File: config.mk
export PLATFORM = sky130hd
export DESIGN_NAME = control_sequencer
export DESIGN_NICKNAME = d
export VERILOG_FILES = /design/src/rtl/control_sequencer.sv
export SDC_FILE = /design/constraint.sdc
export NUM_CORES = 1
export LEC_CHECK = 0
export ABC_AREA = 1
export ABC_CLOCK_PERIOD_IN_PS = 1900
export BUFFER_PORTS_ARGS = -buffer_cell sky130_fd_sc_hd__buf_2
export CAP_MARGIN = 15
export CORE_ASPECT_RATIO = 0.5
export CORE_MARGIN = 2
export CORE_UTILIZATION = 25
export CTS_CLUSTER_DIAMETER = 30
export DETAILED_ROUTE_END_ITERATION = 8
export PLACE_DENSITY_LB_ADDON = 0.3
export SLEW_MARGIN = 5
export SYNTH_ARGS = -nofsm -noshare
export SYNTH_HDL_FRONTEND = slang
export SYNTH_SLANG_ARGS = --single-unit
File: constraint.sdc
create_clock -name CLK -period 1.9 [get_ports CLK]
set_input_delay 0.095 -clock CLK [delete_from_list [all_inputs] [get_ports CLK]]
set_output_delay 0.095 -clock CLK [all_outputs]
set_load 0.02 [all_outputs]
File: src/rtl/control_sequencer.sv
// control_sequencer
//   Multi-cycle instruction sequencer. Owns the program counter, fetches one
//   instruction per ready/valid handshake, holds it in an instruction register
//   and drives one cycle of datapath strobes for the register file, the
//   accumulator and the ALU. Supports immediate load, jumps, a zero-conditional
//   jump and a terminal halt state.
//
// Ports
//   CLK          in   clock, rising edge active
//   RESET        in   asynchronous active-high reset
//   INSTRUCTION  in   {opcode[3:0], field[DATA_WIDTH-1:0]}
//   INSTR_VALID  in   INSTRUCTION valid for the address on PC
//   ZERO         in   ALU zero flag, used by JZ on the EXEC->FETCH edge
//   INSTR_READY  out  instruction accepted this cycle when VALID is high
//   PC           out  fetch address
//   SEL          out  accumulator input mux, 1 selects IMM
//   IMM          out  field of the held instruction
//   CE_R         out  one-hot register write enable
//   REG_IDX      out  register read index (field[REG_AW-1:0])
//   CE_ACC       out  accumulator write enable
//   OP           out  ALU operation
//   HALTED       out  sequencer is halted
module control_sequencer #(
  parameter int OP_WIDTH   = 4,
  parameter int DATA_WIDTH = 8,
  parameter int NUM_REGS   = 4,
  parameter int REG_AW     = 2,
  parameter int PC_WIDTH   = 8
) (
  input  logic                    CLK,
  input  logic                    RESET,
  input  logic [DATA_WIDTH+3:0]   INSTRUCTION,
  input  logic                    INSTR_VALID,
  input  logic                    ZERO,
  output logic                    INSTR_READY,
  output logic [PC_WIDTH-1:0]     PC,
  output logic                    SEL,
  output logic [DATA_WIDTH-1:0]   IMM,
  output logic [NUM_REGS-1:0]     CE_R,
  output logic [REG_AW-1:0]       REG_IDX,
  output logic                    CE_ACC,
  output logic [OP_WIDTH-1:0]     OP,
  output logic                    HALTED
);

  typedef enum logic [1:0] {
    S_IDLE  = 2'd0,
    S_FETCH = 2'd1,
    S_EXEC  = 2'd2,
    S_HALT  = 2'd3
  } state_t;

  localparam logic [3:0] OPC_LD  = 4'hA;
  localparam logic [3:0] OPC_ST  = 4'hB;
  localparam logic [3:0] OPC_LDI = 4'hC;
  localparam logic [3:0] OPC_JMP = 4'hD;
  localparam logic [3:0] OPC_JZ  = 4'hE;
  localparam logic [3:0] OPC_HLT = 4'hF;

  localparam logic [OP_WIDTH-1:0] OP_PASS_ACC = OP_WIDTH'(4'hA);
  localparam logic [OP_WIDTH-1:0] OP_PASS_REG = OP_WIDTH'(4'hB);

  state_t                  state_q;
  logic [PC_WIDTH-1:0]     pc_q;
  logic [DATA_WIDTH+3:0]   ir_q;
  logic                    ready_q;
  logic                    halted_q;
  logic                    sel_q;
  logic [NUM_REGS-1:0]     ce_r_q;
  logic                    ce_acc_q;
  logic [OP_WIDTH-1:0]     op_q;

  logic [3:0]              opc_d;
  logic [REG_AW-1:0]       idx_d;
  logic                    dec_sel_d;
  logic                    dec_ce_acc_d;
  logic [OP_WIDTH-1:0]     dec_op_d;
  logic [NUM_REGS-1:0]     dec_ce_r_d;
  logic [3:0]              ir_opc_d;
  logic [PC_WIDTH-1:0]     target_d;

  // Decode the incoming instruction so the EXEC strobes can be registered
  // on the accepting edge; outputs never see INSTRUCTION combinationally.
  always_comb begin
    opc_d        = INSTRUCTION[DATA_WIDTH+3:DATA_WIDTH];
    idx_d        = INSTRUCTION[REG_AW-1:0];
    dec_sel_d    = 1'b0;
    dec_ce_acc_d = 1'b0;
    dec_op_d     = OP_PASS_ACC;
    dec_ce_r_d   = '0;
    case (opc_d)
      4'h0, 4'h1, 4'h2, 4'h3, 4'h4,
      4'h5, 4'h6, 4'h7, 4'h8, 4'h9: begin
        dec_ce_acc_d = 1'b1;
        dec_op_d     = OP_WIDTH'(opc_d);
      end
      OPC_LD: begin
        dec_ce_acc_d = 1'b1;
        dec_op_d     = OP_PASS_REG;
      end
      OPC_ST: begin
        // Out-of-range indices match no bit, turning the store into a no-op.
        for (int i = 0; i < NUM_REGS; i++) begin
          dec_ce_r_d[i] = (int'(idx_d) == i);
        end
      end
      OPC_LDI: begin
        dec_sel_d    = 1'b1;
        dec_ce_acc_d = 1'b1;
      end
      default: begin
        // JMP, JZ, HLT drive no datapath strobes.
        dec_sel_d    = 1'b0;
      end
    endcase
  end

  // Fields of the held instruction used during EXEC.
  always_comb begin
    ir_opc_d = ir_q[DATA_WIDTH+3:DATA_WIDTH];
    target_d = ir_q[PC_WIDTH-1:0];
  end

  // Sequencer FSM with registered handshake and strobe outputs.
  always_ff @(posedge CLK or posedge RESET) begin
    if (RESET) begin
      state_q  <= S_IDLE;
      pc_q     <= '0;
      ir_q     <= '0;
      ready_q  <= 1'b0;
      halted_q <= 1'b0;
      sel_q    <= 1'b0;
      ce_r_q   <= '0;
      ce_acc_q <= 1'b0;
      op_q     <= OP_PASS_ACC;
    end else begin
      case (state_q)
        S_IDLE: begin
          state_q <= S_FETCH;
          ready_q <= 1'b1;
        end
        S_FETCH: begin
          if (INSTR_VALID) begin
            ir_q     <= INSTRUCTION;
            pc_q     <= pc_q + PC_WIDTH'(1);
            state_q  <= S_EXEC;
            ready_q  <= 1'b0;
            sel_q    <= dec_sel_d;
            ce_r_q   <= dec_ce_r_d;
            ce_acc_q <= dec_ce_acc_d;
            op_q     <= dec_op_d;
          end
        end
        S_EXEC: begin
          // Strobes last exactly one cycle.
          sel_q    <= 1'b0;
          ce_r_q   <= '0;
          ce_acc_q <= 1'b0;
          op_q     <= OP_PASS_ACC;
          case (ir_opc_d)
            OPC_JMP: begin
              pc_q    <= target_d;
              state_q <= S_FETCH;
              ready_q <= 1'b1;
            end
            OPC_JZ: begin
              if (ZERO) begin
                pc_q <= target_d;
              end
              state_q <= S_FETCH;
              ready_q <= 1'b1;
            end
            OPC_HLT: begin
              state_q  <= S_HALT;
              halted_q <= 1'b1;
            end
            default: begin
              state_q <= S_FETCH;
              ready_q <= 1'b1;
            end
          endcase
        end
        S_HALT: begin
          // Terminal until reset.
          ready_q  <= 1'b0;
          halted_q <= 1'b1;
        end
        default: begin
          state_q  <= S_IDLE;
          ready_q  <= 1'b0;
          halted_q <= 1'b0;
        end
      endcase
    end
  end

  assign INSTR_READY = ready_q;
  assign PC          = pc_q;
  assign SEL         = sel_q;
  assign IMM         = ir_q[DATA_WIDTH-1:0];
  assign CE_R        = ce_r_q;
  assign REG_IDX     = ir_q[REG_AW-1:0];
  assign CE_ACC      = ce_acc_q;
  assign OP          = op_q;
  assign HALTED      = halted_q;

endmodule

; Yosys cells after proc, flatten, opt, wreduce, memory -nomap -nowiden
; Index checks and enable logic that the tools add are counted.
[word_totals]
register_bits = 34
wordCells = 74
[op_classes]
n_mux = 24
reduce_logical = 14
add_sub_neg = 1
eq_ne = 26
[ops]
columns = op, count
row1 = $eq A4 B4 Y1 const B, 8
row2 = $pmux W8 S2, 2
row3 = $pmux W4 S2, 3
row4 = $eq A4 B3 Y1 const B, 4
row5 = $mux W8, 2
row6 = $mux W4, 3
row7 = $reduce_or A12 Y1, 1
row8 = $reduce_and A2 Y1, 5
row9 = $reduce_or A10 Y1, 1
row10 = $add A8 B1 Y8 const B, 1
row11 = $eq A2 B2 Y1 const B, 4
row12 = $eq A4 B2 Y1 const B, 2
row13 = $mux W1, 7
row14 = $pmux W1 S2, 3
row15 = $pmux W2 S3, 1
row16 = $eq A2 B1 Y1 const B, 2
row17 = $eq A4 B1 Y1 const B, 1
row18 = $logic_not A2 Y1, 2
row19 = $logic_not A4 Y1, 1
row20 = $mux W2, 2
row21 = $ne A2 B2 Y1 const B, 2
row22 = $pmux W1 S4, 1
row23 = $reduce_and A4 Y1, 1
row24 = $reduce_bool A2 Y1, 2
row25 = other kinds (4), 4

; Longest topological paths before layout
[depth]
depth_word = 5
ltp_mapped = 9

; Least setup slack after synthesis
; OpenSTA, ideal clock, no wires.
[synth_path]
path_kind = reg-to-reg
from = register state_q[0]
to = register pc_q[5] (netlist: PC[5])
t_arrival_ns = 1.315
synth_period_minus_slack_ns = 1.380
n_path_buf = 0
required_ns = 1.835
slack_ns = 0.520
stages_incl_launch_ff = 8
path_cell_list = dfrtp_1 -> inv_1 -> ha_1 -> nand3_2 -> nand3_1 -> a21oi_4 -> nand3_1 -> nand2_1
[synth_via]
elab_chain_len = 3
elab_cells_between_ends = 8
cone_classes = eq/ne: 5 / mux: 1 / reduce/logical: 2
[synth_rtl]
columns = element, line
row1 = from (decl), 63  ; state_t state_q;
row2 = from (signal assigned), 127  ; state_q <= S_IDLE;
row3 = from (signal assigned), 139  ; state_q <= S_FETCH;
row4 = from (signal assigned), 146  ; state_q <= S_EXEC;
row5 = $eq A2 B2 Y1 / $eq A2 B1 Y1 (equally long branches), 137  ; case (state_q)
row6 = $ne A3 B2 Y1 (no line) (tied with other cells), n/a
row7 = $reduce_and A4 Y1 (no line), n/a
row8 = to (signal assigned), 145  ; pc_q <= pc_q + PC_WIDTH'(1);
row9 = to (signal assigned), 162  ; pc_q <= target_d;
row10 = to (signal assigned), 168  ; pc_q <= target_d;
row11 = to (decl), 64  ; logic [PC_WIDTH-1:0] pc_q;
; Parallel ways exist; a longest one is shown, timed or not.
; A chain may end at the register's enable or synchronous reset.

; Final worst setup path
[layout_path]
from = register state_q[0]
to = register ce_r_q[2] (netlist: CE_R[2])
[layout_via]
elab_chain_len = 3
elab_cells_between_ends = 6
cone_classes = eq/ne: 3 / mux: 1 / reduce/logical: 2
[layout_rtl]
columns = element, line
row1 = $eq A2 B1 Y1 / $eq A2 B2 Y1 (equally long branches), 137
row2 = $ne A2 B2 Y1 (no line) / $reduce_bool A2 Y1 (equally long branches), n/a
row3 = $reduce_and A2 Y1 (no line), n/a
row4 = to (signal assigned), 149  ; ce_r_q <= dec_ce_r_d;
row5 = to (decl), 69  ; logic [NUM_REGS-1:0] ce_r_q;
; Parallel ways exist; a longest one is shown, timed or not.

==> reports/metrics.cfg <==
[run_status]
outcome=finished clean

[detailed_routing]
drt-met1-wl_mm=2.095
wl_per_cell_um=11.36
route.met3.wl_um=206
drt_pass1_iterations=5
vias=1602
top_layer_used=met4
drtAntennaViolNets=0
route.detailed.drc=0
viasPerCell=4.272
dr_wl_met2_mm=1.912
routed_wl_mm=4.261
drt_iter0_drc=133

[sta]
worst_slew_pin_slew_ns=0.4543
grt_setup_unrepaired=false
fmax_mhz=617.1
worst_hold_slack_ns=0.01189
finalSetupViolations=0
finalMaxSlewViolations=0
fin_tns_setup_ns=0
hold_violations=0
maxSlewHeadroom_pct=69.71
finalCritPeriodShare_pct=85.28
fin_worst_skew_ns=0.002444
finalCriticalPeriod_ns=1.620

[pwr]
power.density_nw_per_um2=1669
ir_drop_uv=477.1
p_leak_nw=1.209

[logic_synthesis]
synth_nets=258
ys_seq_elements=34
syn_area_per_cell_um2=7.862
synthCells=236
yosysSeqAreaShare_pct=45.99
synth_cell_types=29
syn-cell-area_um2=1856
ys_warn_count=0

[global_routing]
grt_pass1_wl_mm=7.307
grt_usage_pct=11.21
antenna_found_initial=0
grt_max_degree=35
grt_pass1_vias=1563
grt-ovfl-total=0

[floorplan]
placeableCoreArea_um2=7267
design.portCount=46
die_area_um2=8169
die_y_um=64.92
initial_core_util_pct=25.53
rows=22
die_x_um=125.8

[worst_hold_path]
holdPathEnd=ir_q[3]
min_delay_path_depth=3
worstHoldStart=INSTRUCTION[3]
min_path_type=input pin to flop

[critical_path]
worst_r2r_path_depth=8
crit_path_end_kind=flop
reg2reg_from=state_q[0]
reg2reg_to=CE_R[2]
r2r_slack_ns=0.28
required_ns=2.12
path_class=flop to flop
cp.arrival_ns=1.84
cp_max_fo=9
start_kind=flop

[cells_and_area]
drive_gt1_share_pct=25.81
num-fill-cells=811
layout.nets=300
n_antenna_cell=0
syn_to_final_growth_pct=23.26

[cts]
clock_path_buffers=2
clk_pin_slew_ns=0.05
cts_tree=yes
worstSkewPairLatency_ns=0.27
cts_root_buf=clkbuf_16
htree_num_levels=2
cts_inserted_buffers=5
cts_sinks=34

[place]
io_buffers=45
gp_congestion=0.8486
dp_hpwl_mm=3.303

[run]
cap_violations=0

-- flip-flops by register name, summed over array words and instances (netlist names) --
name	flops
CE_R	4
ir_q	12
SEL	1
INSTR_READY	1
CE_ACC	1
state_q	2
HALTED	1
PC	8
OP	4
-- kinds of logic after synthesis --
logic type | Yosys count | share of synthesized area (%)
fa+ha+maj | 6 | 4.046
xor+xnor | 1 | 0.4721
simple gates | 132 | 30.34
flops | 34 | 45.99
compound gates | 26 | 8.834
buf+inv | 37 | 10.32
-- metrics by stage --
step / instances / setup slack (ns) / utilization [%] / cell area (um^2) / power, mW
finish: 375 / 0.2796 / 31.47 / 2287 / 3.818
global route: 375 / 0.1172 / 31.47 / 2287 / 4.173
CTS: 375 / 0.2564 / 31.47 / 2287 / 3.885
detailed placement: 366 / 0.2640 / 29.25 / 2126 / 3.042
global placement: 366 / 0.3433 / 29.25 / 2126 / 3.006
floorplan: 236 / 0.5198 / - / 1856 / 2.651
-- layout by cell type (no fill, tap or decap), drive strengths merged --
cell type / n
nand2: 91
buf: 49
dfrtp: 32
inv: 20
nand3: 18
o21ai: 18
nor2: 17
ha: 6
clkbuf: 6
a21oi: 4
nand4: 3
clkinv: 3
dfstp: 2
o21bai: 2
nand3b: 2
xnor2: 1
or2: 1
o21a: 1
a41oi: 1
clkinvlp: 1
dlygate4sd3: 1
-- how the worst max path moves through the flow --
stage               slack [ns]  endpoint        from  depth (start not counted)
global placement          0.34   CE_R[2]  state_q[1]                          8
floorplan                 0.52     PC[5]  state_q[0]                          7
global route              0.12     PC[5]  state_q[0]                          7
finish                    0.28   CE_R[2]  state_q[0]                          8
CTS                       0.26   CE_R[2]  state_q[0]                          8
detailed placement        0.26   CE_R[2]  state_q[0]                          8
-- Yosys cell counts, drive strengths merged --
cell type,number,area (um^2)
nand3b,2,15.01
dfstp,2,52.55
o21a,1,7.510
a41oi,1,8.760
nand3,18,95.09
o21ai,18,101.4
ha,6,75.07
nand2,91,346.6
inv,20,77.58
dfrtp,32,800.8
nor2,17,81.33
a21oi,4,31.28
nand4,3,18.77
o21bai,2,15.01
clkinv,2,8.750
xnor2,1,8.760
or2,1,6.260
buf,15,105.1
-- routing by layer --
metal  vias to the layer above  GRT usage (%)
met3                         5          3.055
met1                       748          14.72
li1                        820              -
met5                         -              0
met4                         0          3.297
met2                        29          18.24
-- report_power, final --
part	internal [mW]	total (mW)	leakage, nW	switching [mW]
clock	0.518	0.815	0.0729	0.297
sequential	1.03	1.29	0.425	0.261
combinational	0.595	1.71	0.712	1.12
total	2.14	3.82	1.21	1.68
-- area by class of cell --
type                    count  area [um^2]  area share [%]
flip-flops and latches     34        853.3           37.31
multi-input cells         165        810.8           35.45
well taps                  96        120.1           5.252
repair buffers             50        265.3           11.60
inverters                  22        86.33           3.775
clock inverters             2        12.51          0.5470
clock buffers               6        138.9           6.072
-- repair_timing --
item	4_1_cts	5_1_grt
endpoints found under the hold margin	32	0
hold buffers	1	0
gates resized for setup	0	0
buffers inserted	0	0
-- critical path, stage by stage (launching register included) --
cell	delay, ns
dfrtp_1	0.44
inv_1	0.09
ha_1	0.32
inv_2	0.16
o21ai_4	0.22
inv_4	0.09
nor2_4	0.11
nand4_1	0.08
nand2_1	0.06
No activity file was read; power rests on OpenSTA's default activity.
